### src/rtl/sobel_pkg.sv
// Shared types and width helpers for the streaming Sobel edge detector.
package sobel_pkg;

  typedef enum logic {
    ST_FILL = 1'b0,
    ST_RUN  = 1'b1
  } sobel_state_e;

  localparam int PIX_W_DEF = 8;
  localparam int MAG_W     = PIX_W_DEF + 3;

  function automatic int mag_width(input int pix_w);
    return pix_w + 3;
  endfunction

endpackage

### src/rtl/sobel_stream_if.sv
// Pixel-in / edge-flag-out stream handshake bundle for sobel_stream.
// out_mag exists only when SOBEL_MAG_OUT_EN is defined.
interface sobel_stream_if
  import sobel_pkg::*;
#(
  parameter int PIX_W = 8
);
  localparam int LMAG_W = mag_width(PIX_W);

  logic              in_valid;
  logic              in_ready;
  logic [PIX_W-1:0]  data_in;
  logic [LMAG_W-1:0] thr;
  logic              out_valid;
  logic              out_ready;
  logic              data_out;
  logic              out_last;
`ifdef SOBEL_MAG_OUT_EN
  logic [LMAG_W-1:0] out_mag;
`endif

  modport master (
    output in_valid, data_in, thr, out_ready,
`ifdef SOBEL_MAG_OUT_EN
    input  out_mag,
`endif
    input  in_ready, out_valid, data_out, out_last
  );

  modport slave (
    input  in_valid, data_in, thr, out_ready,
`ifdef SOBEL_MAG_OUT_EN
    output out_mag,
`endif
    output in_ready, out_valid, data_out, out_last
  );

endinterface

### src/rtl/sobel_line_buf.sv
// One image line of pixel storage; combinational read and write share the
// column address, so the old value is read out as the new one is stored.
module sobel_line_buf #(
  parameter  int DEPTH = 160,
  parameter  int WIDTH = 8,
  localparam int AW    = (DEPTH > 1) ? $clog2(DEPTH) : 1
) (
  input  logic             clk,
  input  logic             i_we,
  input  logic [AW-1:0]    i_addr,
  input  logic [WIDTH-1:0] i_wdata,
  output logic [WIDTH-1:0] o_rdata
);

  logic [WIDTH-1:0] r_mem [DEPTH];

  always_ff @(posedge clk) begin
    if (i_we) r_mem[i_addr] <= i_wdata;
  end

  assign o_rdata = r_mem[i_addr];

endmodule

### src/rtl/sobel_stream.sv
// Streaming 3x3 Sobel edge detector: raster pixels in, one edge flag per
// interior pixel out. Define SOBEL_MAG_OUT_EN to also export the magnitude.
module sobel_stream
  import sobel_pkg::*;
#(
  parameter int W     = 160,
  parameter int H     = 200,
  parameter int PIX_W = 8
) (
  input logic          clk,
  input logic          rstn,
  sobel_stream_if.slave s
);

  localparam int CW = $clog2(W);
  localparam int RW = $clog2(H);
  localparam int MW = mag_width(PIX_W);
  localparam logic [CW-1:0] COL_LAST = CW'(W - 1);
  localparam logic [CW-1:0] COL_ONE  = CW'(1);
  localparam logic [RW-1:0] ROW_LAST = RW'(H - 1);
  localparam logic [RW-1:0] ROW_TWO  = RW'(2);

  logic [CW-1:0]    r_col;
  logic [RW-1:0]    r_row;
  sobel_state_e     r_state, w_state_nxt;
  logic             w_adv, w_xfer, w_emit;
  logic [PIX_W-1:0] w_lb1_rd, w_lb2_rd;
  logic [PIX_W-1:0] r_win [3][3];
  logic             r_s1_valid, r_s1_last;
  logic [MW-1:0]    r_s1_thr;
  logic [MW-1:0]    w_gx, w_gy, w_ax, w_ay, w_mag;
  logic             r_out_valid, r_data_out, r_out_last;

  // Every stage moves together; a stalled output freezes the whole pipe.
  assign w_adv  = !r_out_valid || s.out_ready;
  assign w_xfer = s.in_valid && w_adv;

  sobel_line_buf #(.DEPTH(W), .WIDTH(PIX_W)) u_lb1 (
    .clk(clk), .i_we(w_xfer), .i_addr(r_col), .i_wdata(s.data_in), .o_rdata(w_lb1_rd)
  );
  sobel_line_buf #(.DEPTH(W), .WIDTH(PIX_W)) u_lb2 (
    .clk(clk), .i_we(w_xfer), .i_addr(r_col), .i_wdata(w_lb1_rd), .o_rdata(w_lb2_rd)
  );

  always_ff @(posedge clk or negedge rstn) begin
    if (!rstn) begin
      r_col   <= '0;
      r_row   <= '0;
      r_state <= ST_FILL;
    end else begin
      r_state <= w_state_nxt;
      if (w_xfer) begin
        if (r_col == COL_LAST) begin
          r_col <= '0;
          r_row <= (r_row == ROW_LAST) ? '0 : r_row + 1'b1;
        end else begin
          r_col <= r_col + 1'b1;
        end
      end
    end
  end

  // state | meaning
  // FILL  | window not yet covering an interior centre; pixel yields no output
  // RUN   | row>=2 and col>=2; each accepted pixel yields one output
  always_comb begin
    w_state_nxt = r_state;
    w_emit      = 1'b0;
    case (r_state)
      ST_FILL: if (w_xfer && r_row >= ROW_TWO && r_col == COL_ONE) w_state_nxt = ST_RUN;
      ST_RUN: begin
        w_emit = w_xfer;
        if (w_xfer && r_col == COL_LAST) w_state_nxt = ST_FILL;
      end
      default: w_state_nxt = ST_FILL;
    endcase
  end

  always_ff @(posedge clk or negedge rstn) begin
    if (!rstn) begin
      for (int i = 0; i < 3; i++)
        for (int j = 0; j < 3; j++) r_win[i][j] <= '0;
      r_s1_thr   <= '0;
      r_s1_valid <= 1'b0;
      r_s1_last  <= 1'b0;
    end else begin
      if (w_xfer) begin
        for (int i = 0; i < 3; i++) begin
          r_win[i][0] <= r_win[i][1];
          r_win[i][1] <= r_win[i][2];
        end
        r_win[0][2] <= w_lb2_rd;
        r_win[1][2] <= w_lb1_rd;
        r_win[2][2] <= s.data_in;
        r_s1_thr    <= s.thr;
      end
      if (w_adv) begin
        r_s1_valid <= w_emit;
        r_s1_last  <= w_emit && r_row == ROW_LAST && r_col == COL_LAST;
      end
    end
  end

  function automatic logic [MW-1:0] wsum(input logic [PIX_W-1:0] a, b, c);
    return MW'(a) + (MW'(b) << 1) + MW'(c);
  endfunction

  // MW bits hold +/-4*max_pixel without wrap, so two's-complement differences suffice.
  assign w_gx  = wsum(r_win[0][2], r_win[1][2], r_win[2][2]) - wsum(r_win[0][0], r_win[1][0], r_win[2][0]);
  assign w_gy  = wsum(r_win[2][0], r_win[2][1], r_win[2][2]) - wsum(r_win[0][0], r_win[0][1], r_win[0][2]);
  assign w_ax  = w_gx[MW-1] ? (~w_gx + 1'b1) : w_gx;
  assign w_ay  = w_gy[MW-1] ? (~w_gy + 1'b1) : w_gy;
  assign w_mag = w_ax + w_ay;

`ifdef SOBEL_MAG_OUT_EN
  logic [MW-1:0] r_out_mag;
  always_ff @(posedge clk or negedge rstn) begin
    if (!rstn)      r_out_mag <= '0;
    else if (w_adv) r_out_mag <= w_mag;
  end
  assign s.out_mag = r_out_mag;
`endif

  always_ff @(posedge clk or negedge rstn) begin
    if (!rstn) begin
      r_out_valid <= 1'b0;
      r_data_out  <= 1'b0;
      r_out_last  <= 1'b0;
    end else if (w_adv) begin
      r_out_valid <= r_s1_valid;
      r_data_out  <= r_s1_valid && (w_mag > r_s1_thr);
      r_out_last  <= r_s1_last;
    end
  end

  assign s.in_ready  = w_adv;
  assign s.out_valid = r_out_valid;
  assign s.data_out  = r_data_out;
  assign s.out_last  = r_out_last;

endmodule

### src/flat_wrapper.sv
// flat-port wrapper written by rule: the top's interface ports become plain ports
module sobel_stream_flat import sobel_pkg::*;
#(
  parameter int W     = 160,
  parameter int H     = 200,
  parameter int PIX_W = 8
)
  (clk, rstn, s_in_valid, s_data_in, s_thr, s_out_ready, s_in_ready, s_out_valid, s_data_out, s_out_last);
  sobel_stream_if #(.PIX_W(PIX_W)) s_i ();
  input logic clk;
  input logic rstn;
  input wire logic [$bits(s_i.in_valid)-1:0] s_in_valid;
  input wire logic [$bits(s_i.data_in)-1:0] s_data_in;
  input wire logic [$bits(s_i.thr)-1:0] s_thr;
  input wire logic [$bits(s_i.out_ready)-1:0] s_out_ready;
  output wire logic [$bits(s_i.in_ready)-1:0] s_in_ready;
  output wire logic [$bits(s_i.out_valid)-1:0] s_out_valid;
  output wire logic [$bits(s_i.data_out)-1:0] s_data_out;
  output wire logic [$bits(s_i.out_last)-1:0] s_out_last;
  assign s_i.in_valid = s_in_valid;
  assign s_i.data_in = s_data_in;
  assign s_i.thr = s_thr;
  assign s_i.out_ready = s_out_ready;
  assign s_in_ready = s_i.in_ready;
  assign s_out_valid = s_i.out_valid;
  assign s_data_out = s_i.data_out;
  assign s_out_last = s_i.out_last;
  sobel_stream #(.W(W), .H(H), .PIX_W(PIX_W)) u_core (.clk(clk), .rstn(rstn), .s(s_i));
endmodule
### config.mk
export PLATFORM = sky130hd
export DESIGN_NAME = sobel_stream_flat
export DESIGN_NICKNAME = d
export VERILOG_FILES = /design/src/rtl/sobel_pkg.sv /design/src/rtl/sobel_stream_if.sv /design/src/rtl/sobel_line_buf.sv /design/src/rtl/sobel_stream.sv /design/src/flat_wrapper.sv
export SDC_FILE = /design/constraint.sdc
export NUM_CORES = 2
export LEC_CHECK = 0
export BUFFER_PORTS_ARGS = -buffer_cell sky130_fd_sc_hd__buf_2
export CORE_UTILIZATION = 50
export CTS_BUF_LIST = sky130_fd_sc_hd__clkbuf_4
export DETAILED_ROUTE_END_ITERATION = 7
export HOLD_SLACK_MARGIN = 0.03
export PLACE_DENSITY = 0.68
export SLEW_MARGIN = 25
export SYNTH_ARGS = -nofsm -noshare
export SYNTH_HDL_FRONTEND = slang
export SYNTH_SLANG_ARGS = --single-unit
export TNS_END_PERCENT = 10
### constraint.sdc
create_clock -name clk -period 10.3 [get_ports clk]
set_input_delay 1.03 -clock clk [delete_from_list [all_inputs] [get_ports clk]]
set_output_delay 1.03 -clock clk [all_outputs]
set_load 0.01 [all_outputs]
Word level (Yosys, flattened, before mapping)

Memory sizes are Yosys's and may differ from the RTL's. A register that Yosys moved wholly into a read port is not among the register bits.
Cells that the tools add are included.

Add/subtract/negate cells: 15
Magnitude comparators: 2
Equality and inequality tests: 3
Mux-type cells: 10
Bitwise gates (word level): 3
Reductions and logical operators: 11

Operator list:

| cell                  | count |
|---|---|
| $add 11x8->11         | 4 |
| $add 8x9->10          | 4 |
| $add 11x1->11 const B | 2 |
| $mux 11               | 2 |
| $not 11->11           | 2 |
| $sub 11x11->11        | 2 |
| $add 8x1->8 const B   | 2 |
| $eq 8x8->1 const B    | 2 |
| $mux 8                | 2 |
| $add 11x11->11        | 1 |
| $gt 11x11->1          | 1 |
| $eq 8x1->1 const B    | 1 |
| $ge 8x2->1 const B    | 1 |
| $logic_and 1x1->1     | 7 |
| $mux 1                | 5 |
| $logic_not 1->1       | 2 |
| $pmux 1 s2            | 1 |
| $reduce_and 2->1      | 1 |
| $logic_or 1x1->1      | 1 |
| $not 1->1             | 1 |

Flip-flop bits (word level): 97
Bits in writable memories: 2,560
Bits of input ports: 23
Output and inout bits: 4
Word-level logic and storage cells: 63
Memories: 2

Memories:

| memory             | words | bits a word | read ports | clocked after memory_dff | write ports | RTL line             | RTL |
|---|---|---|---|---|---|---|---|
| u_core.u_lb1.r_mem | 160   | 8           | 1          | 0                        | 1           | sobel_line_buf.sv:15 | `logic [WIDTH-1:0] r_mem [DEPTH];` |
| u_core.u_lb2.r_mem | 160   | 8           | 1          | 1                        | 1           | sobel_line_buf.sv:15 |  |

Depth between registers and ports, before layout

Word-level depth: 9
Depth in mapped cells: 35
Gate-level depth less buffers: 35

By module

A second synthesis with hierarchy kept.

Cell total of the unflattened synthesis: 5,508
Area total of the unflattened synthesis: 106,646.0 µm²

Modules (own cells, without submodules):

| module         | instances | cells each | area an instance (µm²) | seq. area each (µm²) |
|---|---|---|---|---|
| sobel_line_buf | 2         | 2,363      | 49,652.6               | 38,436.9 |
| sobel_stream   | 1         | 782        | 7,340.8                | 2,627.5 |

Worst setup path after synthesis

Ideal clock, no wire load.

Path type: reg-to-reg
Start point: reg u_core.r_col[3]
End point: mem u_core.u_lb2.r_mem[0][0] (data pin)
Library setup time: 1.534 ns
Arrival time: 8.637 ns
Slack: 0.128 ns
Stages on the path, launching flop included: 9
Buffers on the path: 4
Period minus slack after synthesis: 10.172 ns
Cells stage by stage: dfrtp_1 > buf_2 > clkinv_2 > buf_4 > buf_2 > buf_2 > mux4_2 > a22oi_1 > a221oi_1

Word-level cells in the longest chain between the ends: 1

Ends and longest elaborated chain:

| item                        | RTL line             | RTL |
|---|---|---|
| start: declaration          | sobel_stream.sv:23   | `logic [CW-1:0] r_col;` |
| start signal: assignment    | sobel_stream.sv:57   | `r_col <= r_col + 1'b1;` |
| $mem_v2 160x8               | -                    |  |
| via u_core.u_lb1.o_rdata[0] | sobel_line_buf.sv:12 | `output logic [WIDTH-1:0] o_rdata` |
| end: declaration            | sobel_line_buf.sv:15 |  |

The timed path passes the listed nets, and every way through them passes these cells.

Worst setup path after layout

Start point: reg u_core.r_win[49] (netlist name)
End point: reg u_core.r_data_out (netlist: u_core.s.data_out)

Word-level cells in the longest chain between the ends: 9
Elaborated cells between the ends (all ways): 14
Those cells by class: 8 x add/sub; 1 x order compare; 2 x mux; 2 x bitwise; 1 x reduce/logical

Ends and longest elaborated chain:

| item                   | RTL line            | RTL |
|---|---|---|
| $add 8x9->10           | sobel_stream.sv:105 | `return MW'(a) + (MW'(b) << 1) + MW'(c);` |
| $add 11x8->11          | sobel_stream.sv:105 |  |
| $sub 11x11->11         | sobel_stream.sv:109 | `assign w_gx = wsum(r_win[0][2], r_win[1][2], r_win[2][2]) - wsum(r_win[0][0], r_win[1][0], r_win[2][0]);` |
| $not 11->11            | sobel_stream.sv:111 | `assign w_ax = w_gx[MW-1] ? (~w_gx + 1'b1) : w_gx;` |
| $add 11x1->11          | sobel_stream.sv:111 |  |
| $mux 11                | sobel_stream.sv:111 |  |
| $add 11x11->11 *       | sobel_stream.sv:113 | `assign w_mag = w_ax + w_ay;` |
| $gt 11x11->1 *         | sobel_stream.sv:131 | `r_data_out <= r_s1_valid && (w_mag > r_s1_thr);` |
| $logic_and 1x1->1 *    | sobel_stream.sv:131 |  |
| end signal: assignment | sobel_stream.sv:131 |  |
| end: declaration       | sobel_stream.sv:32  | `logic r_out_valid, r_data_out, r_out_last;` |

Mark *: on every way between the ends. The rest lies on a longest branch, timed or not.
A chain may end at the register's enable or synchronous reset.

==> run summary <==
number of sinks driven by the clock tree = 2665
termination of the worst setup path = u_core.s.data_out
detailed-route via count = 52900
Die Ht = 462 um
clock-pin slew on the worst setup and hold paths = 0.06 ns
worst-case register-to-register setup slack = 1.97 ns
CTS tree = yes
clock network latency to the later pin of the worst-skew pair = 1.44 ns
final hold vios = 0
Register Area = 79500 um^2
number of top-level design ports = 27
r2r endpoint = u_core.s.data_out
combined area of the multi-input logic cells = 25100 um^2
Buf/Inv on CP = 4
H-tree levels = 6
number of synthesized flops with an enable pin = 2560
die width = 462 um
largest net degree at the start of global routing = 114
number of antenna violations at the first check in global routing = 9
number of max-slew violations in the final report = 0
slew of the pin with the lowest slew margin = 1.05 ns
CTS buffer count = 664
max-cap violations = 0
Max Fanout on Critical Path = 10
Hold Path Class = in -> reg
library cells used by synthesis = 66
Final Instance Area = 119000 um^2
final period demand of the worst path = 8.33 ns
number of storage elements in the synthesis netlist = 2665
DIE AREA = 214000 um^2
number of DRC markers after the initial detailed-route iteration = 5889
number of nets in the synthesized netlist = 4981
post-synthesis average cell area = 21.9 um^2
proportion of layout cells with a drive suffix above 1 = 0.371
Congestion Overflow GR = 0
first-pass GRT wire length = 367000 um
placed instance area = 111000 um^2
starting utilization of the core area = 0.505
critical path's top delay family = adder cells
cell depth of the worst flop-to-flop path = 34
classification of the worst setup path = reg -> reg
Max Clk Rate = 120 MHz
crit path DAT = 9.61 ns
number of global-route vias before repair = 54200
top cells by area, synth = edfxtp_1, mux4_2, dfrtp_1
number of stages on the worst setup path = 34
async set or reset register ratio after synthesis = 0.0394
synthesized area = 106000 um^2
run status = finished clean
relative area change from synthesis to final layout = 12.5%
worst-case clock buffer depth = 4
cell at the root of the clock tree = clkbuf_4
largest stage delay on the critical path = 0.61 ns
sort of element at the start of the critical path = register
sequential element share of the synthesized area = 0.750
worst clock skew = 0.106 ns
area share of the leading cell type in the synthesized netlist = 0.726
drt via density = 6.00
endpoint class of the critical path = register
start of the worst register-to-register path = u_core.r_win[49]
RePlAce Congestion = 0.833
accumulated negative setup slack = 0 ns
Max transition margin = 0.280
number of input and output port buffers inserted = 26
post-detail-place hpwl = 143000 um
total number of yosys warnings = 0
first-pass iteration count of the detailed router = 6
wire length reported by the detailed router = 252000 um
DRC violation count after routing = 0
number of setup violations in the final report = 0
worst setup path startpoint = u_core.r_win[49]
Wirelength per Cell = 28.6 um
nets = 5706
setup repair after global routing missed its margin = false
number of fill cells in the layout = 15500
antenna-violating nets left = 0
cell type with the largest total area after synthesis = edfxtp_1
post-CTS resize count = 0
cell type of the slowest stage on the worst timing path = xnor2_1
Tcrit/Tclk final = 0.809
cell count after synthesis = 4836
Critical Path RT = 11.58 ns
total core area = 210000 um^2
overall fraction of global-route tracks in use = 0.237
Site Rows = 168
commonest register cell after synthesis = edfxtp_1
cells by family after synthesis:
| kind of cell | after synthesis | synth area share |
|---|---|---|
| muxes | 842 | 0.175 |
| DFF | 2665 | 0.750 |
| AOI/OAI and AO/OA | 228 | 0.0134 |
| xor gates and xnor gates | 73 | 0.00618 |
| buffers and inverters | 368 | 0.0163 |
| adders and majority gates | 122 | 0.0170 |
| and+or+nand+nor | 538 | 0.0216 |
layer usage:
| layer | global-route usage | up-vias | routed length (um) |
|---|---|---|---|
| li1 | - | 22000 | - |
| met1 | 0.324 | 28000 | 99600 |
| met2 | 0.378 | 2556 | 124000 |
| met3 | 0.0517 | 403 | 21400 |
| met4 | 0.0856 | 6 | 7080 |
| met5 | 0 | - | 41 |
synthesized netlist by cell type (3+ instances only):
cell,n
a21oi_1,57
or4_1,3
ha_1,85
a31oi_1,7
edfxtp_1,2560
or2_2,5
xnor2_1,42
a211oi_1,7
nor2_1,213
buf_2,64
a221oi_1,6
a21o_1,15
mux4_1,3
o21ai_0,74
a32oi_1,4
o22ai_1,3
a211o_1,3
dfrtp_1,105
a22oi_1,15
nor2b_1,13
nand2_1,190
clkbuf_1,110
nor3_1,14
buf_1,21
and2_1,4
nand4_1,19
o21a_1,7
fa_1,37
and3_1,5
a22o_1,4
nand3_1,54
mux2_2,22
buf_4,26
o21bai_1,10
nand2b_1,9
mux2i_1,14
xor2_1,30
buf_6,15
inv_1,126
mux4_2,803
area by class of cell:
type / instances / share of cell area
Sequential cell: 2665 / 0.667
Multi-Input combinational cell: 1803 / 0.211
Clock buffer: 950 / 0.0599
Tap cell: 2805 / 0.0295
Timing Repair Buffer: 299 / 0.0205
Clock inverter: 156 / 0.00745
Inverter: 128 / 0.00414
Antenna cell: 12 / 0.000252
cells in the final DEF (no fill, tap or decap), types with 85 or more instances in the layout:
master    synthesis  routed
clkinv_1          1     119
ha_1             85      85
nor2_1          213     102
buf_4            26     238
nor2_2            0     106
edfxtp_1       2560    2560
inv_1           126     126
mux4_2          803     803
dfrtp_1         105     100
nand2_1         190     188
clkbuf_4          0     950
how the worst min path moves through the flow:
stage / from / end / slack (ns) / cells after the start
after floorplan: u_core.r_s1_valid / u_core.s.out_valid / 0.42 / 2
after global placement: u_core.r_win[35] / u_core.r_win[43] / 0.45 / 2
after detailed placement: u_core.r_win[32] / u_core.r_win[40] / 0.45 / 2
after CTS: s_data_in[6] / u_core.u_lb1.r_mem[143][6] / 0.04 / 1
after global routing: s_data_in[6] / u_core.u_lb1.r_mem[142][6] / 0.06 / 1
final: s_data_in[0] / u_core.u_lb1.r_mem[57][0] / 0.19 / 1
sequential cells by signal (all words and copies together), names as in the netlist:
name / flops
u_core.r_col: 8
u_core.r_row: 8
u_core.r_s1_last: 1
u_core.r_s1_thr: 11
u_core.r_s1_valid: 1
u_core.r_state: 1
u_core.r_win: 72
u_core.s.data_out: 1
u_core.s.out_last: 1
u_core.s.out_valid: 1
u_core.u_lb1.r_mem: 1280
u_core.u_lb2.r_mem: 1280
per-stage QoR:
stage,instances,worst slack [ns],utilization,hold WS (ns)
2_1_floorplan,4836,0.128,-,0.420
3_3_place_gp,7673,2.04,0.527,0.451
3_5_place_dp,7674,1.93,0.528,0.451
4_1_cts,8803,1.94,0.567,0.0408
5_1_grt,8817,1.31,0.567,0.0624
6_report,8818,1.97,0.567,0.187
repair_timing:
action | CTS | global route
hold buffers | 23 | 0
endpoints found under the hold margin | 171 | 0
setup buffers | 0 | 0
setup endpoints to repair | 0 | 0
Power is not shown: default switching activity piles up to over one toggle a cycle in this logic, so the estimate is an artifact.
